$ cat config.mk
export PLATFORM = sky130hd
export DESIGN_NAME = serial_addsub
export DESIGN_NICKNAME = d
export VERILOG_FILES = /design/src/rtl/serial_addsub_pkg.sv /design/src/rtl/serial_addsub_fa.sv /design/src/rtl/serial_addsub.sv
export SDC_FILE = /design/constraint.sdc
export NUM_CORES = 1
export LEC_CHECK = 0
export BUFFER_PORTS_ARGS = -buffer_cell sky130_fd_sc_hd__buf_2
export CORE_UTILIZATION = 55
export DETAILED_ROUTE_END_ITERATION = 12
export PLACE_DENSITY = 0.82
export SYNTH_ARGS = -nofsm -noshare
export SYNTH_HDL_FRONTEND = slang
export SYNTH_SLANG_ARGS = --single-unit
$ cat constraint.sdc
create_clock -name clk -period 3.6 [get_ports clk]
set_input_delay 0.18 -clock clk [delete_from_list [all_inputs] [get_ports clk]]
set_output_delay 0.18 -clock clk [all_outputs]
set_load 0.02 [all_outputs]
$ cat src/rtl/serial_addsub_pkg.sv
// Shared types and helpers for the bit-serial adder/subtractor.
// The build macro SERIAL_ADDSUB_SUB_EN is consumed by serial_addsub.sv, not here.
package serial_addsub_pkg;

    typedef enum logic [1:0] {
        IDLE  = 2'd0,
        SHIFT = 2'd1,
        DONE  = 2'd2
    } addsub_state_t;

    // One bit wider than needed for W-1 so the counter can step past the last bit without wrapping
    function automatic int cntWidth(input int w);
        return $clog2(w) + 1;
    endfunction

endpackage

$ cat src/rtl/serial_addsub_fa.sv
// Single full-adder cell with a registered carry, the arithmetic core of serial_addsub.
// carry_in_o is the registered carry feeding the adder this cycle; carry_out_o is its next value.
module serial_fa_cell
    import serial_addsub_pkg::*;
(
    input  logic clk_i,
    input  logic rst_i,
    input  logic load_i,
    input  logic preset_i,
    input  logic en_i,
    input  logic a_i,
    input  logic b_i,
    output logic sum_o,
    output logic carry_in_o,
    output logic carry_out_o
);

    logic carry_q;

    assign carry_in_o  = carry_q;
    assign sum_o       = a_i ^ b_i ^ carry_q;
    assign carry_out_o = (a_i & b_i) | (a_i & carry_q) | (b_i & carry_q);

    always_ff @(posedge clk_i) begin
        if (rst_i) begin
            carry_q <= 1'b0;
        end else if (load_i) begin
            carry_q <= preset_i;
        end else if (en_i) begin
            carry_q <= carry_out_o;
        end
    end

endmodule

$ cat src/rtl/serial_addsub.sv
// Bit-serial W-bit adder/subtractor with valid/ready handshakes on both sides.
// Define SERIAL_ADDSUB_SUB_EN to make the sub port functional; otherwise only addition is built.
module serial_addsub
    import serial_addsub_pkg::*;
#(
    parameter int W = 8
) (
    input  logic         clk,
    input  logic         rst,
    input  logic         in_valid,
    output logic         in_ready,
    input  logic [W-1:0] a,
    input  logic [W-1:0] b,
    input  logic         sub,
    output logic         out_valid,
    input  logic         out_ready,
    output logic [W-1:0] sum,
    output logic         cout,
    output logic         ovf
);

    localparam int CW = cntWidth(W);

    addsub_state_t  state_q, state_d;
    logic [W-1:0]   ra_q, ra_d, rb_q, rb_d, sum_q, sum_d;
    logic [CW-1:0]  cnt_q, cnt_d;
    logic           cout_q, cout_d, ovf_q, ovf_d;
    logic           subEff, accept, step, lastStep;
    logic           sumBit, carryIn, carryOut;
    logic [W-1:0]   raShifted;

`ifdef SERIAL_ADDSUB_SUB_EN
    assign subEff = sub;
`else
    assign subEff = sub & 1'b0;
`endif

    assign accept   = (state_q == IDLE) && in_valid;
    assign step     = (state_q == SHIFT);
    assign lastStep = step && (cnt_q == CW'(W - 1));

    // RA doubles as the result register: sum bits enter at the MSB as operand bits leave at the LSB
    generate
        if (W == 1) begin : gShiftOne
            assign raShifted = sumBit;
        end else begin : gShiftMany
            assign raShifted = {sumBit, ra_q[W-1:1]};
        end
    endgenerate

    serial_fa_cell uFa (
        .clk_i       (clk),
        .rst_i       (rst),
        .load_i      (accept),
        .preset_i    (subEff),
        .en_i        (step),
        .a_i         (ra_q[0]),
        .b_i         (rb_q[0]),
        .sum_o       (sumBit),
        .carry_in_o  (carryIn),
        .carry_out_o (carryOut)
    );

    always_comb begin
        state_d = state_q;
        ra_d    = ra_q;
        rb_d    = rb_q;
        cnt_d   = cnt_q;
        sum_d   = sum_q;
        cout_d  = cout_q;
        ovf_d   = ovf_q;
        case (state_q)
            IDLE: begin
                if (in_valid) begin
                    ra_d    = a;
                    rb_d    = subEff ? ~b : b;
                    cnt_d   = '0;
                    state_d = SHIFT;
                end
            end
            SHIFT: begin
                ra_d  = raShifted;
                rb_d  = rb_q >> 1;
                cnt_d = cnt_q + CW'(1);
                // Outputs only change once the full result exists, so they hold the previous result meanwhile
                if (lastStep) begin
                    sum_d   = raShifted;
                    cout_d  = carryOut;
                    ovf_d   = carryIn ^ carryOut;
                    state_d = DONE;
                end
            end
            DONE: begin
                if (out_ready) begin
                    state_d = IDLE;
                end
            end
            default: state_d = IDLE;
        endcase
    end

    always_ff @(posedge clk) begin
        if (rst) begin
            state_q <= IDLE;
            ra_q    <= '0;
            rb_q    <= '0;
            cnt_q   <= '0;
            sum_q   <= '0;
            cout_q  <= 1'b0;
            ovf_q   <= 1'b0;
        end else begin
            state_q <= state_d;
            ra_q    <= ra_d;
            rb_q    <= rb_d;
            cnt_q   <= cnt_d;
            sum_q   <= sum_d;
            cout_q  <= cout_d;
            ovf_q   <= ovf_d;
        end
    end

    assign in_ready  = (state_q == IDLE);
    assign out_valid = (state_q == DONE);
    assign sum       = sum_q;
    assign cout      = cout_q;
    assign ovf       = ovf_q;

endmodule

==> results of run 1 <==
## power by group through the flow
stage | clock, W | combinational [W] | sequential, W
floorplan | 0 | 0.0000561 | 0.000400
CTS | 0.000200 | 0.0000749 | 0.000395
global route | 0.000215 | 0.0000861 | 0.000397
global placement | 0 | 0.0000717 | 0.000402
finish | 0.000197 | 0.0000748 | 0.000395
detailed placement | 0 | 0.0000746 | 0.000403
## worst min-delay path: stages
cell and delay (ns):
buf_2 0.09, nand2_1 0.04, a21oi_1 0.05
## layout by cell type (no fill, tap or decap)
| cell | count |
|---|---|
| clkbuf_4 | 5 |
| nor3_1 | 1 |
| a211oi_1 | 3 |
| xnor2_1 | 1 |
| o211a_1 | 1 |
| dfxtp_1 | 33 |
| nand2b_1 | 1 |
| o21bai_1 | 1 |
| nand2_1 | 16 |
| o21ba_2 | 1 |
| o21ai_0 | 24 |
| nor2b_1 | 1 |
| nand3_1 | 11 |
| buf_4 | 1 |
| nor2_1 | 6 |
| a32oi_1 | 1 |
| a31oi_1 | 1 |
| buf_2 | 31 |
| nand3b_1 | 1 |
| clkbuf_1 | 3 |
| fa_1 | 1 |
| and2b_1 | 2 |
| a21oi_1 | 41 |
| or3_1 | 1 |
| a22oi_1 | 2 |
| o21a_1 | 1 |
| and3b_1 | 1 |
| inv_1 | 1 |
| ha_1 | 1 |
## stage by stage
step           area [µm²]  power, W
6_report             1560  0.000667
5_1_grt              1560  0.000698
4_1_cts              1560  0.000670
3_5_place_dp         1510  0.000478
3_3_place_gp         1510  0.000474
2_1_floorplan        1380  0.000456
## final cells by class
| type | instances | area, µm² | share of cell area (%) |
|---|---|---|---|
| inverters | 1 | 3.75 | 0.241 |
| repair buffers | 32 | 163 | 10.4 |
| multi-input cells | 120 | 647 | 41.5 |
| flip-flops and latches | 33 | 661 | 42.4 |
| clock buffers | 8 | 48.8 | 3.13 |
| well taps | 28 | 35.0 | 2.25 |
## routing by layer
layer | GRT usage (%) | part of all wire [%] | wire [µm]
met1 | 32.5 | 46 | 1430
met2 | 41.9 | 47 | 1470
met3 | 9.65 | 5.3 | 166
met4 | 11.3 | 1.5 | 47
met5 | 0 | 0 | 0
## path summary, 6_finish.rpt
path                                start              endpoint  slack [ns]  cells past startpoint
setup / recovery  state_q[0]$_SDFFE_PP0P_      ovf$_SDFFE_PP0P_        1.89                      3
setup reg to reg  state_q[0]$_SDFFE_PP0P_      ovf$_SDFFE_PP0P_        1.89                      3
hold / removal                       b[6]  rb_q[6]$_SDFFE_PP0P_        0.07                      3
hold reg to reg       sum[5]$_SDFFE_PP0P_   sum[5]$_SDFFE_PP0P_        0.48                      2
## sequential cells by signal (all words and copies together) (netlist names)
signal,cells
ovf,1
cout,1
state_q,2
ra_q,8
cnt_q,4
sum,8
rb_q,8
uFa.carry_in_o,1
## cells by family (layout without fill, tap and decap cells)
group	after synthesis	in the layout
DFF	33	33
AOI/OAI and AO/OA	76	76
and+or+nand+nor	41	41
adders and majority gates	2	2
buffers and inverters	14	41
xor gates and xnor gates	1	1
==> metrics, run 1 <==
Max IR drop VDD=0.000293 V; fin crit period=1.71 ns; RSZ-0062 raised after global routing=no; CTS hold repair buffers=0; synth warn=0; fill count=202; Adder-Cell Fraction of Synth Area=2.37%; starting DRC count in detailed routing=29; cell accounting for the most synthesized area=dfxtp_1; CTS tree=done; Max Slew Vio Count=0; hold slack=0.0668 ns; antenna violations before repair=0; largest net degree at the start of global routing=31; mux cell area share after synthesis=0%; Max Cap Viol=0; routed len/inst=14.0 µm; Mapped Cells=167; Routed WL=3.11 mm; XOR/XNOR Fraction of Synth Area=0.637%; post-CTS sizing=0; Setup Viol. Count Final=0; Core Area=0.00228 mm²; Seq/Total Area, Yosys=48.0%; Finished Layout Cells=222; Netlist cell types=29; dpl ws=1.92 ns; All-Layer GR Usage=26.7%; I/O pin count=33; worst path required time=3.85 ns; crit path buf inv count=0; Reg power frac=59.3%; CTS root buffer=clkbuf_4; Tcrit/Tclk final=47.6%; post-synthesis average cell area=8.23 µm²; Num CTS Buffers=5; Layout area overhead=13.3%; # DRC=0; Worst-Margin Slew=0.944 ns; #FFs+latches synth=33; P_leak=0.653 nW; vias in the first global route=1,198; leading register cell type out of synthesis=dfxtp_1; most common cell in the synthesized netlist=a21oi_1; relative slew slack=37.1%; Power Internal=0.000489 W; crit-path max cell delay=0.79 ns; layout cell share with drive strength beyond 1=19.6%; CP Launch Type=flop; largest family of logic cells by synthesized area=compound AO/OA/AOI/OAI gates; switching pwr=0.000178 W; Via density=5.87; critical path class=reg2reg; Fin. Hold Viols=0; placed cell count=214; Antenna Cells=0; Placer Congestion=0.805; Row Count=17; clock buffer depth=2; crit-path max FO=30; Post-synth top cells=41 x a21oi_1, 33 x dfxtp_1, 24 x o21ai_0, 16 x nand2_1, 11 x nand3_1; chip height=52 µm; power share of the clock group=29.5%; vias=1,304; Synth top area share=48.0%; Post-Synthesis Cell Area=0.00138 mm²; pwr/cell area=428 mW/mm²; status=completed; Gate power share=11.2%; Die Footprint=0.00270 mm²; Overflow after GRT=0; Post-synth ARST share=0%; crit end category=flop; hold crit path type=in2reg; worst setup margin=1.89 ns; WP data arrival=1.96 ns; post-CTS setup buffers=0; Post-Syn Nets=190; top cell family by delay on the critical path=simple AND/OR/NAND/NOR gates; compound-cell area share of the yosys netlist=30.0%; die width=52 µm; Critical-path top delay cell=and2b_1; Pre-antenna DRT Iters=4; EDFF count, synth=0; Core Util, Final=68.4%; H-tree levels=2; Routed Antenna Nets=0; Worst Clk Skew=0.00800 ns; CTS sink count=33; starting density of the core=60.4%; Worst-path clk slew=0.10 ns; Skew-Pair Late Insertion Delay=0.34 ns; post-route setup TNS=0 ns; post-synthesis simple-gate area fraction=14.0%; Highest Clock Rate=584 MHz; fin nets=216; DP HPWL=2.02 mm; first-pass GRT wire length=5.15 mm; Area contributors post-synth=dfxtp_1 48%, a21oi_1 15%, o21ai_0 8.7%; Port Buf Inserts=31; crit path cell chain=and2b_1, a21oi_1, a211oi_1; Switching Share=26.7%
No activity file was read; power rests on OpenSTA's default activity.
==> run 2: changes to the inputs <==
Settings changed: CORE_UTILIZATION 55 to 46, PLACE_DENSITY 0.82 to 0.73.
Clock period 3.6 ns to 1.45 ns, I/O delays scaled along.
==> metrics, run 2 (synthesized netlist as in run 1, its figures left out) <==
RSZ-0062 raised after global routing=no (unchanged); Reg power frac=50.4% (was 59.3%); fin nets=239 (was 216); Die Footprint=0.00321 mm² (was 0.00270 mm²); I/O pin count=33 (unchanged); Via density=5.60 (was 5.87); crit path cell chain=ha_1, and3b_2, buf_12, nand3_1, a21oi_1 (was and2b_1, a21oi_1, a211oi_1); Skew-Pair Late Insertion Delay=0.34 ns (about the same); DP HPWL=2.26 mm (was 2.02 mm); Worst-Margin Slew=0.413 ns (was 0.944 ns); top cell family by delay on the critical path=flip-flops (was simple AND/OR/NAND/NOR gates); failing checks=DRC; worst setup margin=0.101 ns (was 1.89 ns); Worst-path clk slew=0.11 ns (was 0.10 ns); starting DRC count in detailed routing=65 (was 29); Worst Clk Skew=0.00760 ns (was 0.00800 ns); layout cell share with drive strength beyond 1=22.6% (was 19.6%); Routed Antenna Nets=0 (unchanged); Highest Clock Rate=741 MHz (was 584 MHz); largest net degree at the start of global routing=24 (was 31); Finished Layout Cells=248 (was 222); CP Launch Type=flop (unchanged); hold crit path type=in2reg (unchanged); Placer Congestion=0.746 (was 0.805); WP data arrival=1.62 ns (was 1.96 ns); Pre-antenna DRT Iters=8 (was 4); dpl ws=0.0441 ns (was 1.92 ns); commonest non-fill, non-tap cell in the layout=a21oi_1 (unchanged); status=complete, but fails checks (was completed); Max IR drop VDD=0.000738 V (was 0.000293 V); Overflow after GRT=0 (unchanged); # DRC=3 (was 0); H-tree levels=2 (unchanged); P_leak=0.775 nW (was 0.653 nW); Fin. Hold Viols=0 (unchanged); fin crit period=1.35 ns (was 1.71 ns); worst path required time=1.72 ns (was 3.85 ns); placed cell count=224 (was 214); crit-path max FO=8 (was 30); Gate power share=12.1% (was 11.2%); Core Area=0.00281 mm² (was 0.00228 mm²); fill count=239 (was 202); Num CTS Buffers=5 (unchanged); die width=56.7 µm (was 52 µm); CTS tree=done (unchanged); Tcrit/Tclk final=93.0% (was 47.6%); vias=1,388 (was 1,304); Antenna Cells=0 (unchanged); CTS root buffer=clkbuf_4 (unchanged); switching pwr=0.000475 W (was 0.000178 W); power share of the clock group=37.5% (was 29.5%); Setup Viol. Count Final=0 (unchanged); Switching Share=24.4% (was 26.7%); critical path class=reg2reg (unchanged); crit path buf inv count=1 (was 0); Row Count=19 (was 17); first-pass GRT wire length=5.62 mm (was 5.15 mm); Critical-path top delay cell=dfxtp_1 (was and2b_1); chip height=56.7 µm (was 52 µm); routed len/inst=13.7 µm (was 14.0 µm); Port Buf Inserts=31 (unchanged); Power Internal=0.00147 W (was 0.000489 W); most frequent cells in the layout=41 x a21oi_1, 33 x dfxtp_1, 31 x buf_2, 24 x o21ai_0, 16 x nand2_1 (unchanged); hold slack=0.0134 ns (was 0.0668 ns); Routed WL=3.40 mm (was 3.11 mm); clock buffer depth=2 (unchanged); starting density of the core=49.0% (was 60.4%); crit end category=flop (unchanged); CTS sink count=33 (unchanged); antenna violations before repair=0 (unchanged); pwr/cell area=1070 mW/mm² (was 428 mW/mm²); Max Slew Vio Count=0 (unchanged); vias in the first global route=1,328 (was 1,198); post-route setup TNS=0 ns (unchanged); Max Cap Viol=0 (unchanged); relative slew slack=72.4% (was 37.1%); All-Layer GR Usage=23.1% (was 26.7%); Layout area overhead=32.5% (was 13.3%); crit-path max cell delay=0.42 ns (was 0.79 ns)
run 2: cell types whose count changed in the layout (fill, tap and decap cells not counted), sizes merged:
cell	previous run	this run
dlygate4sd3	0	15
clkbuf	8	7
buf	32	40
bufinv	0	1
run 2: stage by stage:
stage          cell area [µm²]  utilization, %  power [W]
6_report                  1820            64.9    0.00195
5_1_grt                   1820            64.9    0.00203
2_1_floorplan             1380               -    0.00113
3_3_place_gp              1580            56.2    0.00119
4_1_cts                   1810            64.6    0.00195
3_5_place_dp              1580            56.2    0.00120
run 2: power groups by stage:
stage               clock [W]  combinational (W)  sequential, W
CTS                  0.000733           0.000234       0.000981
global route         0.000784           0.000261       0.000987
global placement            0           0.000195       0.000999
detailed placement          0           0.000203        0.00100
finish               0.000729           0.000236       0.000982
floorplan                   0           0.000139       0.000993
run 2: timing repair:
action                                 CTS  global route
setup endpoints to repair                0            11
resized for setup                        0             1
hold buffers                            15             0
endpoints found under the hold margin   15             0
setup buffers                            0             1
run 2: layer usage:
| metal | global-route usage (%) | vias to the layer above | wire, µm |
|---|---|---|---|
| met3 | 4.84 | 12 | 155 |
| met2 | 38.9 | 49 | 1680 |
| met5 | 0 | - | 0 |
| met4 | 13.6 | 0 | 95 |
| li1 | - | 688 | - |
| met1 | 26.9 | 639 | 1470 |
run 2: path summary, 6_finish.rpt:
| kind | start | end | slack [ns] | cells past startpoint |
|---|---|---|---|---|
| max | cnt_q[0]$_SDFFE_PP0P_ | sum[3]$_SDFFE_PP0P_ | 0.10 | 5 |
| min reg2reg | sum[6]$_SDFFE_PP0P_ | sum[6]$_SDFFE_PP0P_ | 0.47 | 2 |
| max reg2reg | cnt_q[0]$_SDFFE_PP0P_ | sum[3]$_SDFFE_PP0P_ | 0.10 | 5 |
| min | b[7] | rb_q[7]$_SDFFE_PP0P_ | 0.01 | 3 |
run 2: area by class of cell:
type | instances | area [µm²] | area share [%]
clock buffers | 7 | 55.1 | 3.02
clock inverters | 1 | 30.0 | 1.65
inverters | 1 | 3.75 | 0.206
multi-input cells | 120 | 648 | 35.6
flip-flops and latches | 33 | 661 | 36.3
well taps | 31 | 38.8 | 2.13
repair buffers | 55 | 385 | 21.2
run 2: tightest hold or removal path: cells and delay by family:
family / cells / cell delay (ns)
compound gates: 1 / 0.09
buf+inv: 1 / 0.07
simple gates: 1 / 0.08
==> run 3: changes to the inputs <==
Settings changed: SETUP_SLACK_MARGIN set to 0.3.
==> metrics, run 3 (synthesized netlist as in run 1, its figures left out) <==
Max IR drop VDD=0.000973 V (was 0.000738 V); Highest Signal Layer=met4 (unchanged); CP Launch Type=flop (unchanged); post-route setup TNS=0 ns (unchanged); status=complete, but fails checks (unchanged); Setup Viol. Count Final=0 (unchanged); crit path cell chain=fa_2, xnor2_1, a211oi_1 (was ha_1, and3b_2, buf_12, nand3_1, a21oi_1); dpl ws=0.108 ns (was 0.0441 ns); Row Count=19 (unchanged); P_leak=0.824 nW (was 0.775 nW); All-Layer GR Usage=23.8% (was 23.1%); Pre-antenna DRT Iters=8 (unchanged); Tcrit/Tclk final=83.0% (was 93.0%); vias in the first global route=1,382 (was 1,328); CTS sink count=33 (unchanged); Worst-path clk slew=0.09 ns (was 0.11 ns); Die Footprint=0.00321 mm² (unchanged); DP HPWL=2.19 mm (was 2.26 mm); clock buffer depth=2 (unchanged); crit path launch=ra_q[0]$_SDFFE_PP0P_ (was cnt_q[0]$_SDFFE_PP0P_); failing checks=DRC (unchanged); met1 WL=1.48 mm (was 1.47 mm); Antenna Cells=0 (unchanged); Worst-Margin Slew=0.439 ns (was 0.413 ns); Worst R2R Setup Slack=0.25 ns (was 0.10 ns); Highest Clock Rate=831 MHz (was 741 MHz); starting DRC count in detailed routing=56 (was 65); Fin. Hold Viols=0 (unchanged); layout cell share with drive strength beyond 1=35.7% (was 22.6%); Core Area=0.00281 mm² (unchanged); I/O pin count=33 (unchanged); largest net degree at the start of global routing=24 (unchanged); chip height=56.7 µm (unchanged); starting density of the core=49.0% (unchanged); CP endpoint=ovf$_SDFFE_PP0P_ (was sum[3]$_SDFFE_PP0P_); routed len/inst=14.4 µm (was 13.7 µm); reg2reg start=ra_q[0]$_SDFFE_PP0P_ (was cnt_q[0]$_SDFFE_PP0P_); worst path required time=1.69 ns (was 1.72 ns); Via density=5.60 (about the same); pwr/cell area=991 mW/mm² (was 1070 mW/mm²); Layout area overhead=44.9% (was 32.5%); Skew-Pair Late Insertion Delay=0.34 ns (about the same); Core Util, Final=71.1% (was 64.9%); antenna violations before repair=0 (unchanged); WP data arrival=1.44 ns (was 1.62 ns); # DRC=5 (was 3); critical path class=reg2reg (unchanged); fin crit period=1.20 ns (was 1.35 ns); Routed Antenna Nets=0 (unchanged); Port Buf Inserts=31 (unchanged); CTS tree=done (unchanged); Met2 Wirelength=1.88 mm (was 1.68 mm); Critical-path top delay cell=fa_2 (was dfxtp_1); relative slew slack=70.7% (was 72.4%); crit-path max FO=3 (was 8); RSZ-0062 raised after global routing=yes (was no); Placer Congestion=0.782 (was 0.746); Routed WL=3.68 mm (was 3.40 mm); H-tree levels=2 (unchanged); die width=56.7 µm (unchanged); Num CTS Buffers=5 (unchanged); crit end category=flop (unchanged); crit-path max cell delay=0.42 ns (about the same); Worst Clk Skew=0.0117 ns (was 0.00760 ns); cells on worst reg2reg path=3 (was 5); Overflow after GRT=0 (unchanged); worst setup margin=0.247 ns (was 0.101 ns); Finished Layout Cells=255 (was 248); fin nets=246 (was 239); first-pass GRT wire length=5.75 mm (was 5.62 mm); hold crit path type=in2reg (unchanged); Max Slew Vio Count=0 (unchanged); commonest non-fill, non-tap cell in the layout=a21oi_1 (unchanged); CTS root buffer=clkbuf_4 (unchanged); routed wl met3=255 µm (was 155 µm); r2r endpoint=ovf$_SDFFE_PP0P_ (was sum[3]$_SDFFE_PP0P_); Max Cap Viol=0 (unchanged); most frequent cells in the layout=36 x a21oi_1, 30 x buf_2, 26 x dfxtp_1, 17 x o21ai_0, 16 x nand2_1 (was 41 x a21oi_1, 33 x dfxtp_1, 31 x buf_2, 24 x o21ai_0, 16 x nand2_1); vias=1,427 (was 1,388); placed cell count=224 (unchanged)
run 3: cell types whose count changed in the layout (fill, tap and decap cells not counted), moves of 4 or more:
| cell | change |
|---|---|
| a21oi_2 | +5 |
| o21ai_0 | -7 |
| buf_4 | +5 |
| dfxtp_2 | +4 |
| o21ai_1 | +5 |
| a21oi_1 | -5 |
| dfxtp_1 | -7 |
run 3: layer usage:
metal | up-vias | track usage [%]
met3 | 5 | 7.37
met2 | 53 | 41.7
met1 | 662 | 25.8
met5 | - | 0
li1 | 707 | -
met4 | 0 | 11.8
run 3: power by group:
group,leakage (nW),switching (W),internal [W]
logic,0.505,0.000142,0.000133
registers,0.274,0.0000363,0.000950
clock network,0.0455,0.000303,0.000412
run 3: worst min path at each step:
stage          start              endpoint  slack [ns]  depth (start not counted)
4_1_cts         b[7]  rb_q[7]$_SDFFE_PP0P_       0.004                          3
2_1_floorplan   a[2]  ra_q[2]$_SDFFE_PP0P_        0.21                          2
3_5_place_dp    b[1]  rb_q[1]$_SDFFE_PP0P_        0.32                          3
3_3_place_gp    a[5]  ra_q[5]$_SDFFE_PP0P_        0.32                          3
6_report        b[7]  rb_q[7]$_SDFFE_PP0P_        0.01                          3
5_1_grt         b[7]  rb_q[7]$_SDFFE_PP0P_        0.02                          3
run 3: metrics by stage:
stage | hold slack, ns | area [µm²] | total power [W]
2_1_floorplan | 0.206 | 1380 | 0.00113
3_3_place_gp | 0.315 | 1580 | 0.00120
3_5_place_dp | 0.322 | 1580 | 0.00121
4_1_cts | 0.00364 | 1920 | 0.00196
5_1_grt | 0.0228 | 1990 | 0.00205
6_report | 0.0123 | 1990 | 0.00198
run 3: final cells by class:
class,instances,area [µm²]
Clock inverter,1,30.0
Inverter,1,3.75
Timing Repair Buffer,62,452
Sequential cell,33,677
Fill cell,228,812
Clock buffer,7,55.1
Tap cell,31,38.8
Multi-Input combinational cell,120,737
run 3: worst max-delay path, delay by kind of cell (launching register included):
| family | cells | cell delay [ns] |
|---|---|---|
| fa+ha+maj | 1 | 0.42 |
| flops | 1 | 0.34 |
| xor+xnor | 1 | 0.14 |
| compound gates | 1 | 0.21 |
run 3: timing repair:
item / 4_1_cts / 5_1_grt
hold buffers: 15 / 0
resized for setup: 15 / 26
endpoints found under the hold margin: 15 / 0
setup endpoints to repair: 26 / 33
setup buffers: 7 / 0
pin swaps: 5 / 4
gates cloned: 1 / 0
